## src/rtl/hex_disp_ctrl.sv

```systemverilog
// hex_disp_ctrl: seven-segment display controller for the board test top.
//
// Drives DIGITS active-low hex digits from a switch word. A bouncy
// active-low pushbutton is synchronized and debounced; each accepted press
// captures the switch word into a hold register. The display shows the live
// word, the held word, the held word rotated (scroll), or the held word with
// leading zeros blanked.
//
// Ports:
//   CLOCK_50    in   system clock, rising edge
//   RESET_N     in   asynchronous active-low reset
//   data_in     in   switch word, nibble i drives digit i
//   load_n      in   raw active-low pushbutton
//   mode        in   00 live, 01 hold, 10 scroll, 11 hold + zero blanking
//   seg_out     out  active-low segments, digit i at [7i+6:7i], bit 7i = a
//   held_value  out  captured word
//   load_pulse  out  one-cycle strobe per accepted press

// Per-digit glyph decode. Output is {g,f,e,d,c,b,a}, active low.
module hex_seg_lane (
    input  logic [3:0] nib,
    input  logic       blank,
    output logic [6:0] seg
);
    always_comb begin
        seg = 7'h7F;
        if (!blank) begin
            case (nib)
                4'h0: seg = 7'h40;
                4'h1: seg = 7'h79;
                4'h2: seg = 7'h24;
                4'h3: seg = 7'h30;
                4'h4: seg = 7'h19;
                4'h5: seg = 7'h12;
                4'h6: seg = 7'h02;
                4'h7: seg = 7'h78;
                4'h8: seg = 7'h00;
                4'h9: seg = 7'h10;
                4'hA: seg = 7'h08;
                4'hB: seg = 7'h03;
                4'hC: seg = 7'h46;
                4'hD: seg = 7'h21;
                4'hE: seg = 7'h06;
                default: seg = 7'h0E;
            endcase
        end
    end
endmodule

module hex_disp_ctrl #(
    parameter int DIGITS        = 8,
    parameter int DB_CYCLES     = 500000,
    parameter int SCROLL_CYCLES = 12500000
) (
    input  logic                  CLOCK_50,
    input  logic                  RESET_N,
    input  logic [4*DIGITS-1:0]   data_in,
    input  logic                  load_n,
    input  logic [1:0]            mode,
    output logic [7*DIGITS-1:0]   seg_out,
    output logic [4*DIGITS-1:0]   held_value,
    output logic                  load_pulse
);
    localparam int CW = $clog2(DB_CYCLES + 1);
    localparam int PW = (SCROLL_CYCLES > 1) ? $clog2(SCROLL_CYCLES) : 1;
    localparam int OW = (DIGITS > 1) ? $clog2(DIGITS) : 1;
    localparam logic [CW-1:0] CNT_MAX = CW'(DB_CYCLES - 1);
    localparam logic [PW-1:0] PRE_MAX = PW'(SCROLL_CYCLES - 1);
    localparam logic [OW-1:0] OFF_MAX = OW'(DIGITS - 1);

    logic                 sync1_q, sync1_d, sync2_q, sync2_d;
    logic                 db_q, db_d, db_prev_q, db_prev_d;
    logic [CW-1:0]        cnt_q, cnt_d;
    logic [4*DIGITS-1:0]  held_q, held_d;
    logic                 pulse_q, pulse_d;
    logic [PW-1:0]        pre_q, pre_d;
    logic [OW-1:0]        off_q, off_d;
    logic [7*DIGITS-1:0]  seg_q, seg_d;

    logic [DIGITS-1:0][3:0] data_nib, held_nib, nib_sel;
    logic [DIGITS-1:0]      blank;
    logic                   any_nz;
    int                     rot_idx;

    assign data_nib = data_in;
    assign held_nib = held_q;

    // Sync, debounce, press detect and scroll counters.
    always_comb begin
        sync1_d   = load_n;
        sync2_d   = sync1_q;
        db_d      = db_q;
        cnt_d     = cnt_q;
        if (sync2_q == db_q) begin
            cnt_d = '0;
        end else if (cnt_q == CNT_MAX) begin
            db_d  = sync2_q;
            cnt_d = '0;
        end else begin
            cnt_d = cnt_q + 1'b1;
        end
        db_prev_d = db_q;
        // Press is the 1->0 transition of the debounced level, seen one
        // edge after db falls; the release edge is ignored.
        pulse_d   = db_prev_q & ~db_q;
        held_d    = pulse_d ? data_in : held_q;

        pre_d = '0;
        off_d = '0;
        if (mode == 2'b10) begin
            off_d = off_q;
            if (pre_q == PRE_MAX) begin
                pre_d = '0;
                off_d = (off_q == OFF_MAX) ? '0 : off_q + 1'b1;
            end else begin
                pre_d = pre_q + 1'b1;
            end
        end
    end

    // Source nibble and blanking per digit. Walking from the top digit
    // down, a digit is blanked while no non-zero nibble has been seen yet;
    // digit 0 always shows.
    always_comb begin
        nib_sel = '0;
        blank   = '0;
        any_nz  = 1'b0;
        rot_idx = 0;
        for (int i = DIGITS - 1; i >= 0; i--) begin
            rot_idx = i + int'(off_q);
            if (rot_idx >= DIGITS) rot_idx = rot_idx - DIGITS;
            any_nz = any_nz | (held_nib[i] != 4'h0);
            case (mode)
                2'b00:   nib_sel[i] = data_nib[i];
                2'b10:   nib_sel[i] = held_nib[rot_idx];
                default: nib_sel[i] = held_nib[i];
            endcase
            blank[i] = (mode == 2'b11) && !any_nz && (i != 0);
        end
    end

    for (genvar g = 0; g < DIGITS; g++) begin : g_lane
        hex_seg_lane u_lane (
            .nib   (nib_sel[g]),
            .blank (blank[g]),
            .seg   (seg_d[g*7 +: 7])
        );
    end

    always_ff @(posedge CLOCK_50 or negedge RESET_N) begin
        if (!RESET_N) begin
            sync1_q   <= 1'b1;
            sync2_q   <= 1'b1;
            db_q      <= 1'b1;
            db_prev_q <= 1'b1;
            cnt_q     <= '0;
            held_q    <= '0;
            pulse_q   <= 1'b0;
            pre_q     <= '0;
            off_q     <= '0;
            seg_q     <= '1;
        end else begin
            sync1_q   <= sync1_d;
            sync2_q   <= sync2_d;
            db_q      <= db_d;
            db_prev_q <= db_prev_d;
            cnt_q     <= cnt_d;
            held_q    <= held_d;
            pulse_q   <= pulse_d;
            pre_q     <= pre_d;
            off_q     <= off_d;
            seg_q     <= seg_d;
        end
    end

    assign seg_out    = seg_q;
    assign held_value = held_q;
    assign load_pulse = pulse_q;
endmodule

```

## config.mk

```make
export PLATFORM = sky130hd
export DESIGN_NAME = hex_disp_ctrl
export DESIGN_NICKNAME = d
export VERILOG_FILES = /design/src/rtl/hex_disp_ctrl.sv
export SDC_FILE = /design/constraint.sdc
export NUM_CORES = 1
export LEC_CHECK = 0
export CAP_MARGIN = 20
export CORE_MARGIN = 2
export CORE_UTILIZATION = 41
export DETAILED_ROUTE_END_ITERATION = 16
export GPL_ROUTABILITY_DRIVEN = 0
export PLACE_DENSITY = 0.58
export SLEW_MARGIN = 20
export SYNTH_ARGS = -nofsm -noshare
export SYNTH_HDL_FRONTEND = slang
export SYNTH_SLANG_ARGS = --single-unit
```

## constraint.sdc

```tcl
create_clock -name CLOCK_50 -period 5.72 [get_ports CLOCK_50]
set_input_delay 1.43 -clock CLOCK_50 [delete_from_list [all_inputs] [get_ports CLOCK_50]]
set_output_delay 1.43 -clock CLOCK_50 [all_outputs]
set_load 0.01 [all_outputs]
```

## Word-level counts from Yosys, hierarchy flattened

Memory sizes are Yosys's and may differ from the RTL's. A register that Yosys moved wholly into a read port is not among the register bits.
Index checks and enable logic that the tools add are counted.
Widths: inputs -> output; s select.

- $add $sub $neg: 18
- Magnitude comparators: 16
- Equal/unequal tests: 7
- Multiplexer cells: 54
- Bitwise gates (word level): 9
- Reduce and logical (&&, ||, !) cells: 24

Operators with widths:

| operator | count |
|---|---|
| $lt 32x5->1 const B | 8 |
| $mux 32 | 8 |
| $bmux 4 s3 | 8 |
| $mux 4 | 16 |
| $pmux 4 s2 | 8 |
| $mux 7 | 7 |
| $mux 24 | 2 |
| $mux 19 | 2 |
| $sub 4x4->5 const B | 7 |
| $ge 4x4->1 const B | 7 |
| $reduce_bool 4->1 | 7 |
| $add 24x1->24 const B | 1 |
| $eq 24x24->1 const B | 1 |
| $add 19x1->19 const B | 1 |
| $eq 19x19->1 const B | 1 |
| $add 3x3->4 const A | 4 |
| $mux 3 | 3 |
| $add 2x3->4 const A | 2 |
| $logic_not 1->1 | 8 |
| $logic_and 1x1->1 | 7 |
| $or 1x1->1 | 6 |
| $sub 3x4->5 const B | 1 |
| $add 1x3->4 const A | 1 |
| $eq 2x2->1 const B | 2 |
| 9 further kinds | 10 |

- Flip-flop bits (word level): 139
- ROM bits: 896
- Bits of input ports: 37
- Output and inout port bits: 89
- Word-level logic and storage cells: 146
- Memories kept: 8

Memories:

| memory | depth | bits a word | read ports | clocked after Yosys merged registers in | write ports | line | text |
|---|---|---|---|---|---|---|---|
| (no name shown) | 16 | 7 | 1 | 1 | 0 | 28 | `case (nib)` |
| (no name shown) | 16 | 7 | 1 | 0 | 0 | 28 |  |
| (no name shown) | 16 | 7 | 1 | 0 | 0 | 28 |  |
| (no name shown) | 16 | 7 | 1 | 0 | 0 | 28 |  |
| (no name shown) | 16 | 7 | 1 | 0 | 0 | 28 |  |
| (no name shown) | 16 | 7 | 1 | 0 | 0 | 28 |  |
| +2 memories | -- | -- | -- | -- | -- | -- |  |

## Longest topological paths before layout

- Depth after elaboration: 10
- Gate-level depth with buffers: 17
- Depth with buffers taken out: 12

## Cells and area by module

From an unflattened synthesis, not the netlist that was laid out.

- Cells, all modules: 1009
- Area total of the unflattened synthesis: 10009.6 sq um

By module, submodules not included:

| module | instances | cells each | area each (sq um) |
|---|---|---|---|
| hex_disp_ctrl | 1 | 729 | 7628.6 |
| hex_seg_lane at g_lane[1].u_lane ... | 5 | 35 | 299.0 |
| hex_seg_lane at g_lane[0].u_lane ... | 3 | 35 | 295.3 |

## Worst setup path after synthesis

Ideal clock, no wire load.

- Path kind: input to register
- Start: input port mode[0]
- End: register seg_q[38], in the netlist seg_out[38]
- Setup time: 0.090 ns
- Arrival time: 3.698 ns
- Data required time: 5.630 ns
- Setup slack: 1.932 ns
- Cell stages on the path: 11
- Cells stage by stage: buf_2 -> nand2b_1 -> buf_1 -> buf_2 -> nor3_1 -> nor2_1 -> inv_1 -> ha_1 -> or4_1 -> a211oi_1 -> a31oi_1

- Word-level cells in the longest chain between the ends: 4

Ends and longest elaborated chain:

| element | line | text |
|---|---|---|
| start, declared | 59 | `input logic [1:0] mode,` |
| $eq 2x2->1 / $logic_not 2->1 (equally long branches) | 133 | `case (mode)` |
| $pmux 4 s2 | 133 |  |
| $mem_v2 16x7 | -- |  |
| $mux 7 (*) | 27 | `if (!blank) begin` |
| named net g_lane[5].u_lane.seg[3] | 23 | `output logic [6:0] seg` |
| end signal, assigned | 172 | `seg_q <= seg_d;` |
| end, declared | 78 | `logic [7*DIGITS-1:0] seg_q, seg_d;` |

The timed path passes the listed nets; every way through them passes the cells marked *.
A chain may end at the register's enable or synchronous reset.

## Worst setup path in the final report

- Start: register off_q[0]
- End: register seg_q[54], in the netlist seg_out[54]

- Word-level cells in the longest chain between the ends: 9

Ends and longest elaborated chain:

| element | line | text |
|---|---|---|
| start, declared | 77 | `logic [OW-1:0] off_q, off_d;` |
| start signal, assigned | 160 | `off_q <= '0;` |
| start signal, assigned | 171 | `off_q <= off_d;` |
| $add 3x3->4 (*) | 130 | `rot_idx = i + int'(off_q);` |
| $sub 4x4->5 / $ge 4x4->1 (equally long branches) | 131 | `if (rot_idx >= DIGITS) rot_idx = rot_idx - DIGITS;` |
| $mux 32 (*) | 131 |  |
| $bmux 4 s3 (*) | 135 | `2'b10: nib_sel[i] = held_nib[rot_idx];` |
| $mux 4 (implied by the code) (*) (2 in series) | 135 |  |
| $pmux 4 s2 (*) | 133 |  |
| $mem_v2 16x7 (*) | -- |  |
| $mux 7 (*) | 27 |  |
| named net g_lane[7].u_lane.seg[5] | 23 |  |

The timed path passes the listed nets; every way through them passes the cells marked *. The select of a mux whose other input is x is not followed.

==> impl_results.md <==
* WP data arrival at between 4000 and 5000 ps
* Final Cycle Share at about three quarters
* Root buffer cell: clkbuf_16
* Worst skew pair latency at between 400 and 500 ps
* Number of buffers created by CTS at 17
* Die height at between 150 and 200 um
* Seq/Total Area, Yosys at a little over a third
* Detailed-route via count at between 8000 and 9000
* Static leakage power at about 0.0047 uW
* Final setup vio count at 0
* Die ar. at 0.0252 mm2
* Max FO, Critical Path at 26
* Reg2Reg Setup Slack at approximately 1400 ps
* Hold Crit Depth at 0
* Final min period at between 4000 and 5000 ps
* Hold Path End: sync2_q
* Met3 Wirelength at around 2400 um
* Fin nets at about 1100
* Netlist Area Pre-Place at 0.00983 mm2
* DRC Markers at 0
* Hold wc startpoint: sync1_q
* Wire per inst at between 20 and 25 um
* Top FF cell, synth: dfrtp_1
* # diodes at 0
* WL final at between 20000 and 30000 um
* Syn Inst Count at ~940
* Cts hold-fix bufs at 0
* Max Freq at around 0.23 GHz
* Slew Viols, Final at 0
* Starting Density at about two fifths
* Rel. slew slack at about a third
* Netlist cell types at 76
* # rows at 56
* Crit Path Class: reg2reg
* YS warnings at 0
* P&R area growth vs syn at 21.5%
* #FFs+latches synth at about 140
* Most frequent cells after synthesis: dfrtp_1, nor2_1, dfstp_2, mux2i_1, ha_1
* Share of layout cells above drive strength 1 at roughly 20%
* Die W at about 160 um
* Post-detail-place hpwl at 20700 um
* Core Util, Final at 50.9%
* FF-to-FF path depth at 11
* Status: finished clean
* Number of global-route vias before repair at 8131
* Worst Clk Skew at around 13 ps
* Crit path largest cell delay at 840 ps
* Reg clk slew, reported paths at around 60 ps
* Worst IR Drop VDD at roughly 190 uV
* DRT Pass-1 Iters at 5
* CP dominant cell by count: inv_1
* Dominant cells by area after synthesis: dfrtp_1, dfstp_2, mux4_2
* Count of final hold-check violations at 0
* Worst path slowest cell: ha_1
* Setup tns final at 0 ps
* Count leader, synth: dfrtp_1
* Buffers on Ports at ~130
* Num Clock Sinks at 139
* Critical path's top delay family: adder cells
* Worst path bufs/invs at 3
* Max Cap Viol at 0
* Syn Nets at roughly 1000
* Gr usage total at between 20% and 30%
* DR top layer: met4
* Synth Area per Inst at 10.5 um2
* Htree depth at 4
* Number of synthesized flops with an enable pin at 0
* Worst min path class: reg2reg
* Iter 0 DRT Violations at 532
* Crit-path cells: inv_1, ha_1, mux4_2, or3_1, a32oi_1, inv_1, ha_1, inv_1, a31oi_1, o21bai_1, a221o_1
* Post-CTS setup buffer count at 0
* Core footprint at ~0.023 mm2
* CTS tree: built
* Reg-to-reg endpoint: seg_out[54]
* Grt total ovfl at 0
* First-pass GRT wire length at approximately 47000 um
* Power per Cell Area at between 200 and 250 mW/mm2
* Detail Route Antenna Nets at 0
* RR Startpoint: off_q[0]
* IO Pins at ~130
* Post-synth ARST share at 100%
* Initial antenna violation count at 0
* Worst path required time at a little over 6000 ps
* Top cell type's share of synthesized area at roughly 20%
* Routed wl met2 at 13400 um
* Resize count post-CTS at 0
* RSZ-0062 raised after global routing: no
* M1 WL at about 13000 um
* Synth area leader: dfrtp_1
* Crit path capture type: flop
* Pin count of the biggest net entering global routing at approximately 100
* Startpoint types: flop
* Clk buf depth at 2
* Worst Tran Pin Value at between 900 and 1000 ps
* Vias per Instance at 5.89
[where the power goes]
part | total [uW] | internal [uW] | switching, uW
Sequential | 1070 | 1060 | 15.8
Clock | 1160 | 678 | 477
Combinational | 365 | 168 | 198
Total | 2590 | 1900 | 691
[how the worst max path moves through the flow]
| stage | start | end | slack [ps] | depth (start not counted) |
|---|---|---|---|---|
| final | off_q[0] | seg_out[54] | 1370 | 11 |
| after global routing | off_q[0] | seg_out[54] | 1140 | 11 |
| after CTS | off_q[0] | seg_out[54] | 1390 | 11 |
| after detailed placement | mode[1] | seg_out[7] | 1060 | 7 |
| after global placement | mode[1] | seg_out[7] | 1230 | 7 |
| after floorplan | mode[0] | seg_out[38] | 1930 | 11 |
[per-layer routing]
layer / track usage (%) / vias up
met4: 7.17 / 0
li1: - / 3726
met2: 36.4 / 325
met5: 0 / -
met1: 32.3 / 4008
met3: 6.11 / 32
[worst register-to-register path, cell delays in order, from the launching register on]
cell,delay (ps)
dfrtp_2,800
inv_1,160
ha_1,850
mux4_2,640
or3_1,330
a32oi_1,510
inv_1,170
ha_1,220
inv_1,70
a31oi_1,60
o21bai_1,200
a221o_1,290
[logic make-up after synthesis]
group	after synthesis	synth area share, %
AOI/OAI and AO/OA	173	13.0
xor gates and xnor gates	42	3.82
adders and majority gates	54	6.87
buffers and inverters	108	4.87
DFF	139	36.1
muxes	146	20.6
and+or+nand+nor	276	14.7
[stage by stage]
stage	setup slack, ps	hold slack [ps]	std cells	power, uW	cell area, um2
after floorplan	1930	345	938	1270	9830
after global placement	1230	346	1340	1460	11300
after detailed placement	1060	348	1340	1450	11300
after CTS	1390	357	1372	2620	11900
after global routing	1140	360	1373	2700	11900
final	1370	355	1373	2590	11900
[area by class of cell]
type,count,area (um2)
fill,2122,11500
multi-input combinational,691,5810
sequential,139,3550
timing repair buffer,142,1390
clock buffer,19,453
tap,319,399
inverter,50,188
clock inverter,13,156
[placed cells by master (no fill, tap or decap), drive strengths merged, types with 10 or more instances in the layout]
cell and count:
clkdlybuf4s50 123, dfrtp 79, nor2 77, mux2i 60, dfstp 60, inv 55
ha 54, mux2 47, mux4 39, nand2 38, nand3 29, xnor2 28
nor3 28, o21ai 26, nor4 21, a22oi 19, clkbuf 19, buf 19
a21oi 17, xor2 14, o221ai 13, a31oi 12, nand4 12, or3 12
nor2b 11, and3 11, o31ai 10
[registers in the layout, indices dropped and copies added, names as in the netlist]
name        cells
cnt_q          19
db_prev_d       1
db_prev_q       1
held_value     32
load_pulse      1
off_q           3
pre_q          24
seg_out        56
sync1_q         1
sync2_q         1
No activity file was read; power rests on OpenSTA's default activity.
